`src/rtl/fp_norm_sequencer_pkg.sv`:
```
// Shared definitions for the mantissa normalizer: FSM state encoding,
// the chunk width scanned per cycle by the leading-one detector, and the
// helper that sizes the leading-zero-count field for a given mantissa width.
package fp_norm_sequencer_pkg;

  typedef enum logic [1:0] {
    IDLE  = 2'd0,
    SCAN  = 2'd1,
    SHIFT = 2'd2,
    DONE  = 2'd3
  } state_e;

  localparam int CHUNK = 8;

  // Count field must hold 0..w inclusive (w when the mantissa is zero).
  function automatic int lzc_width(input int w);
    return $clog2(w + 1);
  endfunction

endpackage

```
`src/rtl/fp_norm_sequencer_if.sv`:
```
// Handshake bundle around the normalizer: upstream request (in_*) and
// downstream result (out_*), both valid/ready.
// Ports: master = producer/consumer side (drives in_*, out_ready);
//        slave  = normalizer side (drives in_ready, out_*).
interface fp_norm_sequencer_if
  import fp_norm_sequencer_pkg::*;
#(
  parameter int W  = 24,
  parameter int EW = 8
) ();

  localparam int LW = lzc_width(W);

  logic          in_valid;
  logic          in_ready;
  logic [W-1:0]  in_mant;
  logic [EW-1:0] in_exp;

  logic          out_valid;
  logic          out_ready;
  logic [W-1:0]  out_mant;
  logic [EW-1:0] out_exp;
  logic [LW-1:0] out_lzc;
  logic          out_zero;
  logic          out_underflow;

  modport master (
    output in_valid, in_mant, in_exp, out_ready,
    input  in_ready, out_valid, out_mant, out_exp, out_lzc, out_zero, out_underflow
  );

  modport slave (
    input  in_valid, in_mant, in_exp, out_ready,
    output in_ready, out_valid, out_mant, out_exp, out_lzc, out_zero, out_underflow
  );

endinterface

```
`src/rtl/leading_one_detector_8.sv`:
```
// Purpose: count leading zeros of one byte (position of the leading one from the MSB).
// Latency: combinational. Backpressure: none.
// Ports: d_i byte under test; n_o leading-zero count 0..7 (7 also for a zero byte).
module leading_one_detector_8 (
  input  logic [7:0] d_i,
  output logic [2:0] n_o
);

  // Walk LSB->MSB so the highest set bit is the last (winning) assignment.
  always_comb begin
    n_o = 3'd7;
    for (int i = 0; i < 8; i++) begin
      if (d_i[i]) n_o = 3'(7 - i);
    end
  end

endmodule

```
`src/rtl/fp_norm_sequencer.sv`:
```
// Purpose: normalize a W-bit mantissa by scanning it a byte per cycle through one
//          shared leading-one detector, then shifting and adjusting the exponent.
// Latency: k+1 cycles accept->out_valid (k = first nonzero byte, 1-based); NCH for zero.
// Backpressure: result held in DONE until out_ready; in_ready only in IDLE.
// Ports: clk, rst (sync, active-high); bus = slave side of fp_norm_sequencer_if.
module fp_norm_sequencer
  import fp_norm_sequencer_pkg::*;
#(
  parameter int W  = 24,
  parameter int EW = 8
) (
  input logic                clk,
  input logic                rst,
  fp_norm_sequencer_if.slave bus
);

  localparam int LW   = lzc_width(W);
  localparam int NCH  = W / CHUNK;
  localparam int CW   = (NCH > 1) ? $clog2(NCH) : 1;
  localparam int CMPW = (LW > EW) ? LW : EW;

  state_e        state_q, state_d;
  logic [W-1:0]  mant_q, mant_d;
  logic [EW-1:0] exp_q, exp_d;
  logic [LW-1:0] lzc_q, lzc_d;
  logic [CW-1:0] c_q, c_d;

  logic [W-1:0]  out_mant_q, out_mant_d;
  logic [EW-1:0] out_exp_q, out_exp_d;
  logic [LW-1:0] out_lzc_q, out_lzc_d;
  logic          out_zero_q, out_zero_d;
  logic          out_uf_q, out_uf_d;

  logic [CHUNK-1:0] chunk;
  logic [2:0]       lod_n;
  logic [CMPW-1:0]  lzc_x, exp_x, s_x;
  logic             lzc_lt_exp;

  // Byte c counted from the MSB; constant-index mux keeps the select simple.
  always_comb begin
    chunk = '0;
    for (int i = 0; i < NCH; i++) begin
      if (c_q == CW'(i)) chunk = mant_q[W-1-CHUNK*i -: CHUNK];
    end
  end

  leading_one_detector_8 u_lod (
    .d_i (chunk),
    .n_o (lod_n)
  );

  // Shift amount is the lzc clamped to the exponent so out_exp never wraps.
  assign lzc_x      = CMPW'(lzc_q);
  assign exp_x      = CMPW'(exp_q);
  assign lzc_lt_exp = (lzc_x < exp_x);
  assign s_x        = lzc_lt_exp ? lzc_x : exp_x;

  always_comb begin
    state_d    = state_q;
    mant_d     = mant_q;
    exp_d      = exp_q;
    lzc_d      = lzc_q;
    c_d        = c_q;
    out_mant_d = out_mant_q;
    out_exp_d  = out_exp_q;
    out_lzc_d  = out_lzc_q;
    out_zero_d = out_zero_q;
    out_uf_d   = out_uf_q;

    case (state_q)
      IDLE: begin
        if (bus.in_valid) begin
          mant_d  = bus.in_mant;
          exp_d   = bus.in_exp;
          lzc_d   = '0;
          c_d     = '0;
          state_d = SCAN;
        end
      end

      SCAN: begin
        // The detector reports 7 for a zero byte as well as for 0x01, so a
        // zero byte is recognised here and its n is never used.
        if (chunk == '0) begin
          lzc_d = lzc_q + LW'(CHUNK);
          if (c_q == CW'(NCH - 1)) begin
            out_zero_d = 1'b1;
            out_mant_d = '0;
            out_exp_d  = '0;
            out_lzc_d  = LW'(W);
            out_uf_d   = 1'b0;
            state_d    = DONE;
          end else begin
            c_d = c_q + 1'b1;
          end
        end else begin
          lzc_d   = lzc_q + LW'(lod_n);
          state_d = SHIFT;
        end
      end

      SHIFT: begin
        out_mant_d = mant_q << s_x;
        out_exp_d  = exp_q - s_x[EW-1:0];
        out_uf_d   = !lzc_lt_exp;
        out_lzc_d  = lzc_q;
        out_zero_d = 1'b0;
        state_d    = DONE;
      end

      DONE: begin
        if (bus.out_ready) state_d = IDLE;
      end

      default: state_d = IDLE;
    endcase
  end

  always_ff @(posedge clk) begin
    if (rst) begin
      state_q    <= IDLE;
      mant_q     <= '0;
      exp_q      <= '0;
      lzc_q      <= '0;
      c_q        <= '0;
      out_mant_q <= '0;
      out_exp_q  <= '0;
      out_lzc_q  <= '0;
      out_zero_q <= 1'b0;
      out_uf_q   <= 1'b0;
    end else begin
      state_q    <= state_d;
      mant_q     <= mant_d;
      exp_q      <= exp_d;
      lzc_q      <= lzc_d;
      c_q        <= c_d;
      out_mant_q <= out_mant_d;
      out_exp_q  <= out_exp_d;
      out_lzc_q  <= out_lzc_d;
      out_zero_q <= out_zero_d;
      out_uf_q   <= out_uf_d;
    end
  end

  assign bus.in_ready      = (state_q == IDLE) && !rst;
  assign bus.out_valid     = (state_q == DONE);
  assign bus.out_mant      = out_mant_q;
  assign bus.out_exp       = out_exp_q;
  assign bus.out_lzc       = out_lzc_q;
  assign bus.out_zero      = out_zero_q;
  assign bus.out_underflow = out_uf_q;

endmodule

```
`src/flat_wrapper.sv`:
```
// flat-port wrapper written by rule: the top's interface ports become plain ports
module fp_norm_sequencer_flat import fp_norm_sequencer_pkg::*;
#(
  parameter int W  = 24,
  parameter int EW = 8
)
  (clk, rst, bus_in_valid, bus_in_mant, bus_in_exp, bus_out_ready, bus_in_ready, bus_out_valid, bus_out_mant, bus_out_exp, bus_out_lzc, bus_out_zero, bus_out_underflow);
  fp_norm_sequencer_if #(.W(W), .EW(EW)) bus_i ();
  input logic clk;
  input logic rst;
  input wire logic [$bits(bus_i.in_valid)-1:0] bus_in_valid;
  input wire logic [$bits(bus_i.in_mant)-1:0] bus_in_mant;
  input wire logic [$bits(bus_i.in_exp)-1:0] bus_in_exp;
  input wire logic [$bits(bus_i.out_ready)-1:0] bus_out_ready;
  output wire logic [$bits(bus_i.in_ready)-1:0] bus_in_ready;
  output wire logic [$bits(bus_i.out_valid)-1:0] bus_out_valid;
  output wire logic [$bits(bus_i.out_mant)-1:0] bus_out_mant;
  output wire logic [$bits(bus_i.out_exp)-1:0] bus_out_exp;
  output wire logic [$bits(bus_i.out_lzc)-1:0] bus_out_lzc;
  output wire logic [$bits(bus_i.out_zero)-1:0] bus_out_zero;
  output wire logic [$bits(bus_i.out_underflow)-1:0] bus_out_underflow;
  assign bus_i.in_valid = bus_in_valid;
  assign bus_i.in_mant = bus_in_mant;
  assign bus_i.in_exp = bus_in_exp;
  assign bus_i.out_ready = bus_out_ready;
  assign bus_in_ready = bus_i.in_ready;
  assign bus_out_valid = bus_i.out_valid;
  assign bus_out_mant = bus_i.out_mant;
  assign bus_out_exp = bus_i.out_exp;
  assign bus_out_lzc = bus_i.out_lzc;
  assign bus_out_zero = bus_i.out_zero;
  assign bus_out_underflow = bus_i.out_underflow;
  fp_norm_sequencer #(.W(W), .EW(EW)) u_core (.clk(clk), .rst(rst), .bus(bus_i));
endmodule
```
`config.mk`:
```
export PLATFORM = sky130hd
export DESIGN_NAME = fp_norm_sequencer_flat
export DESIGN_NICKNAME = d
export VERILOG_FILES = /design/src/rtl/fp_norm_sequencer_pkg.sv /design/src/rtl/fp_norm_sequencer_if.sv /design/src/rtl/leading_one_detector_8.sv /design/src/rtl/fp_norm_sequencer.sv /design/src/flat_wrapper.sv
export SDC_FILE = /design/constraint.sdc
export NUM_CORES = 1
export LEC_CHECK = 0
export ABC_AREA = 0
export BUFFER_PORTS_ARGS = -buffer_cell sky130_fd_sc_hd__buf_4
export CAP_MARGIN = 10
export CORE_AREA = 8 8 107 109
export DETAILED_ROUTE_END_ITERATION = 16
export DIE_AREA = 0 0 115 117
export PLACE_DENSITY = 0.73
export SYNTH_ARGS = -nofsm -noshare
export SYNTH_HDL_FRONTEND = slang
export SYNTH_HIERARCHICAL = 1
export SYNTH_SLANG_ARGS = --single-unit
```
`constraint.sdc`:
```
create_clock -name clk -period 4.5 [get_ports clk]
set_input_delay 0.9 -clock clk [delete_from_list [all_inputs] [get_ports clk]]
set_output_delay 0.9 -clock clk [all_outputs]
set_load 0.03 [all_outputs]
```
==> impl_metrics.ini <==
[worst_setup_path]
arrival_ns = 4.21
startpoint = u_core/exp_q[2]
timing.rr.end = u_core/bus.out_exp[6]
cp.required_ns = 4.80
crit_type = reg2reg
startpoint_type = flip-flop
cp_max_fo = 6
end_kind = flip-flop
reg2reg_slack_ns = 0.59
r2r_start = u_core/exp_q[2]
reg2reg_depth = 18

[worst_hold_path]
hp-class = reg2reg
hold_depth = 2
min_from = u_core/bus.out_mant[11]
hold_end = u_core/bus.out_mant[11]

[clocking]
cts-buffers-inserted = 9
path_clk_slew_ns = 0.09
cts.sinks = 80
root_buffer = clkbuf_8
tritoncts = yes
htree_num_levels = 3
cts_hold_buf = 0
max-clock-path-buffers = 2
clk_latency_ns = 0.37
cts-resized-gates = 0
post_cts_buffers = 0

[sta]
fin_crit_sh_pct = 86.9
setup_viol = 0
rsz0062_at_grt = false
finalCriticalPeriod_ns = 3.91
finalClockSkew_ns = 0.0105
slew_viol_final = 0
worstMarginPinSlew_ns = 1.14
hold_ws_ns = 0.445
slew_headroom_pct = 24.1
setup_tns_ns = 0
hold_viol = 0
max_freq_mhz = 256

[route]
drtIter0Drc = 280
vias = 4668
vias_per_cell = 5.74
routedWlPerCell_um = 17.4
drtAntennaViolNets = 0
drc = 0
routed_wl_mm = 14.1
drt_pass1_iterations = 5

[power]
power_density_mw_per_mm2 = 585
vdd_drop_max_mv = 0.607
power.leakage_uw = 0.00258

[die]
die-height_um = 117
initial_core_util_pct = 50.4
fp-row-count = 37
io_pins = 77
core_area_sq_mm = 0.00991
die_area_sq_mm = 0.0135
fp.dieW_um = 115

[synth]
ys.flop_type = dfxtp_1
synth_compound_area_share_pct = 20.7
synthAdderAreaFrac_pct = 5.06
synthSimpleGateAreaFrac_pct = 21.1
syn-instance-count = 617
netlist-cell-type-count = 67
yosysTopAreaCell = dfxtp_1
synth_top_area_share_pct = 32.1
synth_nets = 671
synth_xor_area_share_pct = 1.40
yosysWarnings = 6
synth-seq-cells = 80
synthTopCellsByArea = dfxtp_1 32%, mux2i_1 12%, nand2_1 8.9%, a21oi_1 5.7%, ha_1 4.3%
avgSynthCellArea_sq_um = 8.09
async_reset_ff_share_pct = 0
muxShareOfSynthArea_pct = 14.8
synth-edff-count = 0
synth_top_family_by_area = simple AND/OR/NAND/NOR gates
yosysSeqAreaShare_pct = 32.1
synth_area_sq_mm = 0.00499

[run]
maxCapViolations = 0

[grt]
antenna_found_initial = 0
grt_pass1_vias = 4475
grt_pass1_wl_mm = 22.7
grt.met3_usage_pct = 3.59
busiest_layer = met2
grt.total_usage_pct = 21.3
grt_max_degree = 47
use_met1_pct = 27.9
grt-ovfl-total = 0
grt_use_met2_pct = 33.7

[placement]
io_buffer_count = 76
gp_congestion = 0.900
hpwl_mm = 10.5

[status]
status = finished, final reports clean

[layout]
final_nets = 726
syn_to_final_growth_pct = 17.0
drive_above_1_share_pct = 18.5
num_antenna_cells = 0
final_util_pct = 59.0
[synthesized netlist by cell type (all sizes together), types with 4 or more instances]
cell type / number
a22oi: 16
xor2: 5
nor2b: 18
nor2: 32
nand3: 8
buf: 12
a211oi: 14
a21oi: 58
nor3: 14
a32o: 4
ha: 17
nand3b: 11
o21ai: 18
dfxtp: 80
nand2: 119
a21o: 4
and3: 7
inv: 16
mux2i: 61
mux2: 9
nor3b: 4
clkbuf: 29
a31oi: 8
o21a: 4
[worst max-delay path, stage by stage (launching register included)]
cell	delay [ns]
dfxtp_1	0.49
inv_1	0.14
ha_1	0.29
o211ai_1	0.09
o21a_2	0.27
nor2_4	0.24
mux2i_4	0.29
inv_2	0.05
ha_1	0.22
inv_1	0.07
ha_1	0.23
nor2_1	0.07
maj3_1	0.36
maj3_1	0.36
nand2_1	0.09
o211a_1	0.17
o31ai_1	0.06
a21bo_2	0.19
a21oi_1	0.13
[per-stage QoR]
step / std cells / setup slack, ns / power, uW / instance area (sq um)
6_report: 813 / 0.591 / 3420 / 5840
2_1_floorplan: 617 / 0.637 / 2370 / 4990
3_3_place_gp: 797 / 0.712 / 2770 / 5620
5_1_grt: 813 / 0.314 / 3640 / 5840
4_1_cts: 813 / 0.600 / 3410 / 5840
3_5_place_dp: 797 / 0.627 / 2800 / 5620
[state kept, by name (all words and copies together), names as in the netlist]
signal / flops
u_core/bus.out_exp: 8
u_core/bus.out_lzc: 5
u_core/bus.out_mant: 24
u_core/bus.out_underflow: 1
u_core/bus.out_zero: 1
u_core/c_q: 2
u_core/exp_q: 8
u_core/lzc_q: 5
u_core/mant_q: 24
u_core/state_q: 2
[worst max-delay path by stage]
| stage | cells after the start | end | slack, ns |
|---|---|---|---|
| 2_1_floorplan | 19 | u_core/bus.out_exp[6] | 0.64 |
| 3_3_place_gp | 17 | u_core/bus.out_exp[6] | 0.71 |
| 3_5_place_dp | 18 | u_core/bus.out_exp[6] | 0.63 |
| 4_1_cts | 18 | u_core/bus.out_exp[6] | 0.60 |
| 5_1_grt | 17 | u_core/bus.out_exp[6] | 0.31 |
| 6_report | 18 | u_core/bus.out_exp[6] | 0.59 |
[metal layers]
layer	part of all wire [%]	vias to the layer above
met5	0	-
met4	2.4	0
met3	7.3	32
met2	45	156
met1	45	2173
li1	-	2307
[kinds of logic after synthesis]
family	Yosys count
flops	80
simple gates	226
mux	70
compound gates	155
buf+inv	58
xor+xnor	8
fa+ha+maj	20
[where the power goes]
part | leakage (uW) | switching (uW) | internal (uW)
clock network | 0.000106 | 273 | 327
registers | 0.000650 | 148 | 816
logic | 0.00183 | 1130 | 722
[cell usage in the layout (no fill, tap or decap), types with 3 or more instances in the layout]
cell type / count
o22ai_1: 3
nor2b_1: 18
xor2_1: 5
ha_1: 17
nor4_1: 3
o211ai_1: 3
o21ai_0: 15
dfxtp_1: 80
mux2i_1: 59
a211oi_1: 11
buf_4: 85
nor3_1: 13
nand2_1: 119
inv_1: 14
a22oi_1: 16
xnor2_1: 3
nor2_1: 31
a32o_1: 4
a211oi_2: 3
and2_1: 3
nor3b_1: 3
nand3b_1: 11
o21a_1: 3
a31oi_1: 8
a21oi_1: 56
nand3_1: 8
a21o_1: 4
o21ai_1: 3
clkbuf_8: 10
and3_1: 7
mux2_2: 9
a22o_1: 3
[final cells by class]
class / instances / area (sq um)
clock buffers: 11 / 141
clock inverters: 5 / 80.1
fillers: 953 / 4070
inverters: 17 / 63.8
multi-input cells: 479 / 3150
flip-flops and latches: 80 / 1600
well taps: 136 / 170
repair buffers: 85 / 638
(Power assumes the default switching activity.)
